--- config.mk ---
export PLATFORM = sky130hd
export DESIGN_NAME = pipe_stage_reg
export DESIGN_NICKNAME = d
export VERILOG_FILES = /design/src/rtl/pipe_stage_reg.sv
export SDC_FILE = /design/constraint.sdc
export NUM_CORES = 1
export LEC_CHECK = 0
export ABC_AREA = 1
export CAP_MARGIN = 20
export CORE_MARGIN = 10
export CORE_UTILIZATION = 32
export DETAILED_ROUTE_END_ITERATION = 8
export HOLD_SLACK_MARGIN = 0.06
export PLACE_DENSITY = 0.76
export SYNTH_ARGS = -nofsm -noshare
export SYNTH_HDL_FRONTEND = slang
export SYNTH_SLANG_ARGS = --single-unit
--- constraint.sdc ---
create_clock -name clk -period 1.5 [get_ports clk]
set_clock_uncertainty 0.1 [all_clocks]
set_input_delay 0.3 -clock clk [delete_from_list [all_inputs] [get_ports clk]]
set_output_delay 0.3 -clock clk [all_outputs]
set_load 0.03 [all_outputs]
--- src/rtl/pipe_stage_reg.sv ---
// Generic pipeline boundary register: valid bit, data and control payloads, stall/flush, NOP bubbles.
// Define PIPE_STAGE_PERF_EN to add saturating stall_cnt / bubble_cnt performance counters.
module pipe_stage_reg #(
    parameter int                 DATA_W              = 64,
    parameter int                 CTRL_W              = 32,
    parameter logic [CTRL_W-1:0]  NOP_CTRL            = {CTRL_W{1'b0}},
    parameter int                 ZERO_DATA_ON_BUBBLE = 1
) (
    input  logic              clk,
    input  logic              rst,
    input  logic              stall,
    input  logic              flush,
    input  logic              valid_in,
    input  logic [DATA_W-1:0] data_in,
    input  logic [CTRL_W-1:0] ctrl_in,
    output logic              valid_out,
    output logic [DATA_W-1:0] data_out,
`ifdef PIPE_STAGE_PERF_EN
    output logic [15:0]       stall_cnt,
    output logic [15:0]       bubble_cnt,
`endif
    output logic [CTRL_W-1:0] ctrl_out
);

    logic              valid_d, valid_q;
    logic [DATA_W-1:0] data_d,  data_q;
    logic [CTRL_W-1:0] ctrl_d,  ctrl_q;
    logic              kill_act;
    logic              hold_act;

    // Flush beats stall; an idle upstream takes the same path as a flush.
    assign kill_act = flush || (!stall && !valid_in);
    assign hold_act = !flush && stall;

    always_comb begin
        valid_d = valid_q;
        data_d  = data_q;
        ctrl_d  = ctrl_q;
        if (kill_act) begin
            valid_d = 1'b0;
            ctrl_d  = NOP_CTRL;
            if (ZERO_DATA_ON_BUBBLE != 0) begin
                data_d = '0;
            end
        end else if (!hold_act) begin
            valid_d = 1'b1;
            data_d  = data_in;
            ctrl_d  = ctrl_in;
        end
    end

    always_ff @(posedge clk) begin
        if (rst) begin
            valid_q <= 1'b0;
            data_q  <= '0;
            ctrl_q  <= NOP_CTRL;
        end else begin
            valid_q <= valid_d;
            data_q  <= data_d;
            ctrl_q  <= ctrl_d;
        end
    end

    assign valid_out = valid_q;
    assign data_out  = data_q;
    assign ctrl_out  = ctrl_q;

`ifdef PIPE_STAGE_PERF_EN
    logic [15:0] stall_cnt_d,  stall_cnt_q;
    logic [15:0] bubble_cnt_d, bubble_cnt_q;

    // Both counters stick at all-ones instead of wrapping.
    always_comb begin
        stall_cnt_d  = stall_cnt_q;
        bubble_cnt_d = bubble_cnt_q;
        if (hold_act && (stall_cnt_q != 16'hFFFF)) begin
            stall_cnt_d = stall_cnt_q + 16'd1;
        end
        if (kill_act && (bubble_cnt_q != 16'hFFFF)) begin
            bubble_cnt_d = bubble_cnt_q + 16'd1;
        end
    end

    always_ff @(posedge clk) begin
        if (rst) begin
            stall_cnt_q  <= '0;
            bubble_cnt_q <= '0;
        end else begin
            stall_cnt_q  <= stall_cnt_d;
            bubble_cnt_q <= bubble_cnt_d;
        end
    end

    assign stall_cnt  = stall_cnt_q;
    assign bubble_cnt = bubble_cnt_q;
`endif

endmodule
# == After elaboration in Yosys (flattened, before gate mapping) ==
# Cells that the tools add are included.
# word_totals
reg_bits,97
# op_classes
reduce_logical,7
# ops
op,n
$logic_not A1 Y1,3
$logic_and A1 B1 Y1,2
$reduce_or A2 Y1,1
$logic_or A1 B1 Y1,1

# == Longest topological paths before layout ==
# logic_depth
word_depth,4
mapped_depth,7
ltp_nobuf,4

# == Worst setup path after synthesis ==
# No wires, ideal clock.
# synth_timing
path_kind,input port to flip-flop
start,input stall
end,register data_q[17] (netlist: data_out[17])
setup_ps,115
arrival_ps,971
required_ps,1285
setup_slack_ps,314
path_stages,7
path_buffers,3
path_cell_list,buf_4 inv_2 nand2_1 nand2_2 buf_4 buf_6 a21oi_2
# synth_via
elab_chain_len,4
word_cells_on_any_way,5
classes_between,reduce/logical (5)
# synth_lines
element,line,text
"start, declared",11,"input logic stall,"
$logic_not A1 Y1,32,assign kill_act = flush || (!stall && !valid_in);
$logic_and A1 B1 Y1,32,
$logic_or A1 B1 Y1,32,
$reduce_or A2 Y1 (no source line),--,
"end signal, assigned",59,data_q <= data_d;
"end, declared",26,"logic [DATA_W-1:0] data_d, data_q;"
# Parallel ways exist; a longest one is shown, timed or not.
# A chain may end at the register's enable or synchronous reset.

# == Final worst setup path ==
# layout_timing
start,register ctrl_q[25] (netlist: ctrl_out[25])
end,output ctrl_out[25]
# layout_lines
element,line,text
"start, declared",27,"logic [CTRL_W-1:0] ctrl_d, ctrl_q;"
"start signal, assigned",60,ctrl_q <= ctrl_d;
"end, declared",22,output logic [CTRL_W-1:0] ctrl_out
# No word-level cell between the ends.

==> summary.md <==
| Metric | Value |
|---|---|
| Drt pass-1 iters | 4 |
| CP bufs+invs | 1 |
| Top cells by area, synth | dfxtp_1 53%, nand3_1 13%, nand2_1 10% |
| H-tree levels | 3 |
| Post-Syn Area | 0.00366 mm² |
| Clock buffer count from CTS | 9 |
| Clock root cell | clkbuf_16 |
| Port buffer count | ~200 |
| Clock buffer depth | 2 |
| Post-synth top area share | 53.1% |
| Num Clock Sinks | between 90 and 100 |
| IO Pins | about 200 |
| Synth warn | 0 |
| Unrepaired setup endpoints after global routing | no |
| Most frequent cells in the layout | 99 x clkdlybuf4s50_1, 97 x nand2_1, 97 x dfxtp_1 |
| Critical path required time | ~1.1 ns |
| Total of max-cap violations | 0 |
| Final setup fails | 0 |
| Initial core utilization | between 30 and 40% |
| Static leakage | ~2.4 nW |
| Sequential area share after synthesis | 53.1% |
| Die Width | about 130 µm |
| Initial antenna violation count | 1 |
| Clock-pin transition on the worst setup and hold timing paths | around 0.060 ns |
| Vias in the first global route | ~3.8k |
| Startpoint Class | register |
| Synth-to-Final Area Change | 65.4% |
| Worst VDD drop | ~0.48 mV |
| Status | finished clean |
| Ratio of cells with drive above 1 in the final layout | approximately 15% |
| DPL Wire Length | ~9.4 mm |
| Max Clock Freq | roughly 0.68 GHz |
| Final wirelength | between 10 and 15 mm |
| Total grt overflow | 0 |
| CTS tree | done |
| Min cycle time layout | 1.47 ns |
| Netlist cell types | 14 |
| Crit-path slowest cell | clkdlybuf4s15_1 |
| Core ar. | between 0.01 and 0.015 mm² |
| Antenna viol nets, final | 0 |
| Final #Nets | 712 |
| Routed length per placed instance | between 15 and 20 µm |
| # hold bufs at CTS | 0 |
| Worst Hold Class | register to register |
| Total Routing Usage GR | 15.2% |
| Fin. Hold Viols | 0 |
| Die area | approximately 0.016 mm² |
| Overall Power | 6.01 mW |
| Pwr/cell area | roughly 1000 mW/mm² |
| Synth Register Bits | 97 |
| Slew @ Worst Pin | around 0.35 ns |
| Mean Syn Cell Area | about 8.4 µm² |
| Placer Congestion | 0.839 |
| Period utilization | between 90% and 100% |
| Initial DRC Count | between 150 and 200 |
| Fillers | roughly 1.0k |
| Area leader, netlist | dfxtp_1 |
| Family with the most delay on the worst path | buffers and inverters |
| Worst Setup End Kind | primary output |
| Final slew viol count | 0 |
| Post-synthesis cell count | around 440 |
| Critical path arrival | 1.07 ns |
| Core Rows | 38 |
| Setup TNS | 0 ns |
| CP max FO | 2 |
| Worst setup path category | register to primary output |
| Clk_lat worst skew | approximately 0.33 ns |
| Most common cell after layout, fill and taps aside | clkdlybuf4s50_1 |
| CP max stage delay | slightly above 0.4 ns |
| Mapped Nets | 536 |
| Largest net degree at the start of global routing | 54 |
| Via/cell ratio | 4.99 |
| Via count | 3772 |
| Die Ht | approximately 130 µm |
| Slew margin rel. | 76.8% |
| Critical Path, Cell by Cell | clkdlybuf4s15_1 |
| Residual DRC | 0 |
| First-pass GRT wire length | between 20 and 25 mm |
final timing paths:
| path | startpoint | endpoint | slack (ns) | cells past startpoint |
|---|---|---|---|---|
| setup / recovery | ctrl_out[25] | ctrl_out[25] | 0.03 | 1 |
| hold / removal | valid_out | valid_out | 0.37 | 2 |
| setup reg to reg | data_out[5] | data_out[5] | 0.67 | 2 |
| hold reg to reg | valid_out | valid_out | 0.37 | 2 |
state kept, by name, summed over array words and instances, names as in the netlist:
signal	flops
valid_out	1
ctrl_out	32
data_out	64
metrics by stage:
| step | setup slack, ns | utilization, % | cells | cell area [µm²] | hold slack, ns |
|---|---|---|---|---|---|
| floorplan | 0.314 | - | 435 | 3660 | 0.343 |
| global placement | -0.0976 | 53.2 | 740 | 5870 | 0.351 |
| global route | 0.000200 | 54.8 | 755 | 6050 | 0.397 |
| detailed placement | -0.118 | 53.2 | 740 | 5870 | 0.361 |
| CTS | 0.000165 | 55.3 | 755 | 6090 | 0.371 |
| finish | 0.0263 | 54.8 | 756 | 6050 | 0.370 |
timing repair:
item,in CTS,in global routing
buffers inserted,0,0
resized for setup,112,77
cloned,0,0
endpoints found under the setup margin,84,72
Yosys cell counts, drive strengths merged:
| library cell | instances |
|---|---|
| nor2 | 3 |
| nand2 | 99 |
| nand3 | 96 |
| dfxtp | 97 |
| inv | 3 |
| buf | 36 |
| a21oi | 96 |
| clkbuf | 5 |
kinds of logic (layout without fill, tap and decap cells):
logic type	count (synthesis)	after routing	synth area share, %
and+or+nand+nor	198	198	23.9
DFF	97	97	53.1
AOI/OAI and AO/OA	96	96	16.2
other	0	1	0
buffers and inverters	44	224	6.81
power breakdown:
| part | total (mW) | internal, mW | switching [mW] |
|---|---|---|---|
| Clock | 2.29 | 1.38 | 0.914 |
| Sequential | 2.72 | 2.67 | 0.0533 |
| Combinational | 0.998 | 0.468 | 0.530 |
layout make-up:
cell class                 instances  area [µm²]  share of cell area (%)
timing repair buffer             206        2150                    35.5
sequential                        97        1940                    32.1
multi-input combinational        294        1470                    24.3
clock buffer                      13         260                    4.30
tap                              140         175                    2.90
clock inverter                     2        37.5                   0.620
inverter                           3        11.3                   0.186
antenna                            1        2.50                  0.0414
layer usage:
metal / vias up / routed length (µm) / track usage [%]
li1: 1817 / - / -
met1: 1775 / 4900 / 16.5
met2: 163 / 5930 / 24.0
met3: 17 / 1740 / 8.79
met4: 0 / 190 / 5.56
met5: - / 0 / 0
(Power assumes the default switching activity.)
